[src/rtl/stream_demux_1ton_if.sv]
// Handshake bundle for stream_demux_1ton: one input stream plus N_CH output channels.
// The master modport is the demux side; the slave modport is the surrounding producer/consumers.
interface stream_demux_1ton_if #(
  parameter int unsigned DATA_W = 8,
  parameter int unsigned N_CH   = 4,
  parameter int unsigned SEL_W  = 2
);

  logic                   s_valid;
  logic                   s_ready;
  logic [DATA_W-1:0]      s_data;
  logic [SEL_W-1:0]       s_sel;
  logic [N_CH-1:0]        m_valid;
  logic [N_CH-1:0]        m_ready;
  logic [N_CH*DATA_W-1:0] m_data;

  modport master (
    input  s_valid,
    input  s_data,
    input  s_sel,
    input  m_ready,
    output s_ready,
    output m_valid,
    output m_data
  );

  modport slave (
    output s_valid,
    output s_data,
    output s_sel,
    output m_ready,
    input  s_ready,
    input  m_valid,
    input  m_data
  );

endinterface

[src/rtl/stream_demux_1ton.sv]
// Registered 1:N stream demux: addressed (mode=0) or round-robin (mode=1) routing into
// one-entry per-channel holding registers. Define DEMUX_STATS_EN to add the acc_cnt counter.
module stream_demux_1ton #(
  parameter int unsigned DATA_W = 8,
  parameter int unsigned N_CH   = 4,
  parameter int unsigned SEL_W  = 2
) (
  input  logic                clk,
  input  logic                rst,
  input  logic                mode,
  stream_demux_1ton_if.master bus,
  output logic                sel_err
`ifdef DEMUX_STATS_EN
  ,
  output logic [15:0]         acc_cnt
`endif
);

  localparam int unsigned      SEL_N   = 1 << SEL_W;
  localparam logic [SEL_W-1:0] LAST_CH = SEL_W'(N_CH - 1);

  logic [SEL_W-1:0] rr_ptr;
  logic [SEL_W-1:0] tgt_c;
  logic             tgt_ok_c;
  logic [N_CH-1:0]  free_c;
  logic [SEL_N-1:0] free_ext_c;
  logic             acc_c;
  logic [N_CH-1:0]  wr_c;

  // Target channel and whether it exists; out-of-range only reachable in addressed mode.
  assign tgt_c    = mode ? rr_ptr : bus.s_sel;
  assign tgt_ok_c = (32'(tgt_c) < N_CH);

  // A holding register is free when empty or being drained this cycle.
  assign free_c     = ~bus.m_valid | bus.m_ready;
  assign free_ext_c = SEL_N'(free_c);

  assign bus.s_ready = tgt_ok_c ? free_ext_c[tgt_c] : 1'b1;
  assign acc_c       = bus.s_valid & bus.s_ready;

  always_comb begin
    wr_c = '0;
    for (int unsigned k = 0; k < N_CH; k++) begin
      wr_c[k] = acc_c & tgt_ok_c & (tgt_c == SEL_W'(k));
    end
  end

  // Channel registers: a write wins over a drain so a ready consumer sees full rate.
  always_ff @(posedge clk) begin
    if (rst) begin
      bus.m_valid <= '0;
      bus.m_data  <= '0;
    end else begin
      for (int unsigned k = 0; k < N_CH; k++) begin
        if (wr_c[k]) begin
          bus.m_valid[k]                 <= 1'b1;
          bus.m_data[k*DATA_W +: DATA_W] <= bus.s_data;
        end else if (bus.m_ready[k]) begin
          bus.m_valid[k] <= 1'b0;
        end
      end
    end
  end

  // Round-robin pointer never skips a busy channel; it only moves on acceptance.
  always_ff @(posedge clk) begin
    if (rst) begin
      rr_ptr  <= '0;
      sel_err <= 1'b0;
    end else begin
      sel_err <= acc_c & ~tgt_ok_c;
      if (acc_c && mode) begin
        rr_ptr <= (rr_ptr == LAST_CH) ? '0 : rr_ptr + SEL_W'(1);
      end
    end
  end

`ifdef DEMUX_STATS_EN
  // Saturating count of accepted words, discarded ones included.
  always_ff @(posedge clk) begin
    if (rst) begin
      acc_cnt <= '0;
    end else if (acc_c && (acc_cnt != 16'hFFFF)) begin
      acc_cnt <= acc_cnt + 16'd1;
    end
  end
`endif

endmodule
[src/flat_wrapper.sv]
// flat-port wrapper written by rule: the top's interface ports become plain ports
module stream_demux_1ton_flat 
#(
  parameter int unsigned DATA_W = 8,
  parameter int unsigned N_CH   = 4,
  parameter int unsigned SEL_W  = 2
)
  (clk, rst, mode, sel_err, bus_s_valid, bus_s_data, bus_s_sel, bus_m_ready, bus_s_ready, bus_m_valid, bus_m_data);
  stream_demux_1ton_if #(.DATA_W(DATA_W), .N_CH(N_CH), .SEL_W(SEL_W)) bus_i ();
  input  logic clk;
  input  logic rst;
  input  logic mode;
  output logic sel_err;
  input wire logic [$bits(bus_i.s_valid)-1:0] bus_s_valid;
  input wire logic [$bits(bus_i.s_data)-1:0] bus_s_data;
  input wire logic [$bits(bus_i.s_sel)-1:0] bus_s_sel;
  input wire logic [$bits(bus_i.m_ready)-1:0] bus_m_ready;
  output wire logic [$bits(bus_i.s_ready)-1:0] bus_s_ready;
  output wire logic [$bits(bus_i.m_valid)-1:0] bus_m_valid;
  output wire logic [$bits(bus_i.m_data)-1:0] bus_m_data;
  assign bus_i.s_valid = bus_s_valid;
  assign bus_i.s_data = bus_s_data;
  assign bus_i.s_sel = bus_s_sel;
  assign bus_i.m_ready = bus_m_ready;
  assign bus_s_ready = bus_i.s_ready;
  assign bus_m_valid = bus_i.m_valid;
  assign bus_m_data = bus_i.m_data;
  stream_demux_1ton #(.DATA_W(DATA_W), .N_CH(N_CH), .SEL_W(SEL_W)) u_core (.clk(clk), .rst(rst), .mode(mode), .bus(bus_i), .sel_err(sel_err));
endmodule
[config.mk]
export PLATFORM = sky130hd
export DESIGN_NAME = stream_demux_1ton_flat
export DESIGN_NICKNAME = d
export VERILOG_FILES = /design/src/rtl/stream_demux_1ton_if.sv /design/src/rtl/stream_demux_1ton.sv /design/src/flat_wrapper.sv
export SDC_FILE = /design/constraint.sdc
export NUM_CORES = 1
export LEC_CHECK = 0
export ABC_AREA = 1
export CAP_MARGIN = 20
export CORE_MARGIN = 1.5
export CORE_UTILIZATION = 46
export CTS_CLUSTER_SIZE = 10
export DETAILED_ROUTE_END_ITERATION = 6
export GPL_ROUTABILITY_DRIVEN = 0
export PLACE_DENSITY_LB_ADDON = 0.3
export SLEW_MARGIN = 25
export SYNTH_ARGS = -nofsm -noshare
export SYNTH_HDL_FRONTEND = slang
export SYNTH_SLANG_ARGS = --single-unit
[constraint.sdc]
create_clock -name clk -period 1.8 [get_ports clk]
set_input_delay 0.36 -clock clk [delete_from_list [all_inputs] [get_ports clk]]
set_output_delay 0.36 -clock clk [all_outputs]
set_load 0.005 [all_outputs]
==> flow_summary.json <==
{
  "synth_top_cell_by_area": "dfxtp_1",
  "power.switching_uw": 516.1,
  "io_pins": 56,
  "crit_path_start_kind": "flip-flop",
  "swShare_pct": 27.34,
  "worstPathRequired_ns": 1.44,
  "reg2reg_slack_ns": 0.15,
  "diodes": 0,
  "grt_pass1_wl_mm": 7.320,
  "async_flop_share_pct": 0,
  "max_freq_mhz": 575.2,
  "place_worst_setup_slack_ns": -0.5497,
  "htreeDepth": 2,
  "dr.first_iter.drc_count": 64,
  "run_status": "finished clean",
  "p_leak_uw": 0.001240,
  "finalCritPeriodShare_pct": 96.59,
  "drv_slew": 0,
  "ys.flop_type": "dfxtp_1",
  "clk_pin_slew_ns": 0.07,
  "synthTopCellsByCount": "nor2_1 (75), nand2_1 (63), dfxtp_1 (38)",
  "hold_buffers": 0,
  "arrival_ns": 1.38,
  "p_int_uw": 1372,
  "min_path_cells": 2,
  "area_delta_synth_final_pct": 41.66,
  "ys_types": 21,
  "clkPwrFrac_pct": 29.0,
  "viasPerCell": 4.739,
  "timing.final.ws_setup_ns": 0.06140,
  "grt_pass1_vias": 1713,
  "reg2reg_depth": 11,
  "synth_top_area_share_pct": 40.92,
  "synth.most_common_cell": "nor2_1",
  "wl_met1_mm": 1.937,
  "min_period_ns": 1.739,
  "worstHoldStart": "u_core.bus.m_data[5]",
  "vias": 1834,
  "met2_length_mm": 2.096,
  "cts_setup_buffers": 0,
  "synth_area_leaders": "dfxtp_1 (41%), nor2_1 (15%), nand2_1 (13%), inv_1 (7.5%), nand4_1 (6.1%)",
  "synthesis.nets": 289,
  "cts-root-buf": "clkbuf_8",
  "routed.top_layer": "met4",
  "cts.sinks": 38,
  "critical_path_class": "flip-flop to primary output",
  "combinationalPowerShare_pct": 22.1,
  "start_util_pct": 49.30,
  "grt_usage_pct": 21.76,
  "whs_endpoint": "u_core.bus.m_data[5]",
  "peakVddDrop_uv": 488.9,
  "hold-worst-slack_ns": 0.4830,
  "power_uw": 1888,
  "cap_violations": 0,
  "cp-end-kind": "primary output",
  "dp_hpwl_mm": 3.288,
  "die_y_um": 66.58,
  "placementRows": 22,
  "post_drt_wl_per_cell_um": 11.24,
  "die_area_um2": 4432,
  "clkLatencyLatePin_ns": 0.28,
  "cts_max_path_buffers": 2,
  "avgSynthCellArea_um2": 6.886,
  "drt_first_pass_iters": 4,
  "drive_above_1_share_pct": 16.52,
  "synth-edff-count": 0,
  "holdCritPathClass": "flip-flop to flip-flop",
  "core_um2": 3771,
  "grt_overflow": 0,
  "netlist_instances": 270,
  "synth_area_um2": 1859,
  "r2r-end": "u_core.bus.m_data[1]",
  "r2r_start": "u_core.rr_ptr[0]",
  "fin_skew_ns": 0.001287,
  "met3WireLength_um": 238,
  "numPortBuffers": 54,
  "finalHoldViolCount": 0,
  "grt_setup_unrepaired": "false",
  "yosysWarnings": 0,
  "drc": 0,
  "wirelength_mm": 4.351,
  "cts_tree": "done",
  "grt_max_degree": 31,
  "seq_area_frac_synth_pct": 40.92,
  "yosys_register_bits": 38,
  "layout.nets": 358,
  "crit_fanout": 4,
  "fp.dieW_um": 66.58,
  "numCtsBuffers": 5,
  "antenna_left": 0,
  "antenna_found_initial": 0,
  "setup_viol": 0,
  "p_per_area_nw_per_um2": 716.8,
  "p_seq_share_pct": 48.9
}
[metrics by stage]
stage | TNS [ns] | cells | util (%) | instance area, µm²
after global routing | 0 | 387 | 69.84 | 2634
after global placement | -12.05 | 380 | 67.25 | 2536
after detailed placement | -14.35 | 380 | 67.25 | 2536
after CTS | 0 | 387 | 69.71 | 2629
after floorplan | 0 | 270 | - | 1859
final | 0 | 387 | 69.84 | 2634
[layer usage]
metal / track usage (%) / vias up
li1: - / 952
met1: 26.99 / 823
met2: 36.50 / 52
met3: 5.405 / 7
met4: 7.653 / 0
met5: 0 / -
[layout make-up]
class | instances | area (µm²)
inverters | 40 | 150.1
fillers | 345 | 1137
clock buffers | 6 | 72.57
repair buffers | 71 | 674.4
clock inverters | 1 | 7.507
multi-input cells | 183 | 907.1
flip-flops and latches | 38 | 762.0
well taps | 48 | 60.06
[power by group through the flow]
stage	Sequential (µW)	Combinational, µW	Clock [µW]
3_3_place_gp	941	407	0
3_5_place_dp	943	415	0
2_1_floorplan	945	201	0
4_1_cts	924	418	563
6_report	924	417	547
5_1_grt	930	467	608
[worst max-delay path by stage]
stage | to | startpoint | cells after the start
after floorplan | bus_s_ready | mode | 7
after global placement | bus_s_ready | mode | 8
after detailed placement | bus_s_ready | mode | 8
after CTS | bus_s_ready | mode | 8
after global routing | u_core.bus.m_data[4] | u_core.rr_ptr[0] | 11
final | bus_s_ready | u_core.rr_ptr[0] | 7
[critical path: stages (launching register included)]
cell and delay (ns):
dfxtp_1 0.37, inv_1 0.05, nand2_1 0.12, nand2_4 0.08, nand3_2 0.07, nand2_2 0.06
nor2_4 0.12, clkdlybuf4s15_2 0.21
[state kept, by name (all words and copies together) (netlist names)]
register and count:
u_core.bus.m_data 32, u_core.bus.m_valid 4, u_core.rr_ptr 2
[cells in the final DEF, fill, tap and decap left out, drive strengths merged]
master         synthesis  routed
clkdlybuf4s15          0       1
dlygate4sd2            0       2
clkbuf                 2       7
a21oi                  3       3
clkdlybuf4s50          0      50
nand3                  7       7
ha                     1       1
buf                    7      17
dfxtp                 38      38
inv                   40      40
nand4                 20      20
nand2                 71      71
conb                   1       1
nor2                  80      80
clkinvlp               0       1
[cells by family after synthesis]
| family | share of synthesized area [%] |
|---|---|
| AOI/OAI and AO/OA | 1.010 |
| adders and majority gates | 0.6728 |
| buffers and inverters | 11.51 |
| DFF | 40.92 |
| other | 0.2017 |
| and+or+nand+nor | 45.69 |
[repair_timing]
item                                   4_1_cts  5_1_grt
endpoints found under the hold margin        0        0
setup endpoints to repair                   36        2
pin swaps                                    1        0
gates resized for setup                     10        6
Note: power is estimated with default switching activity, not from simulation.
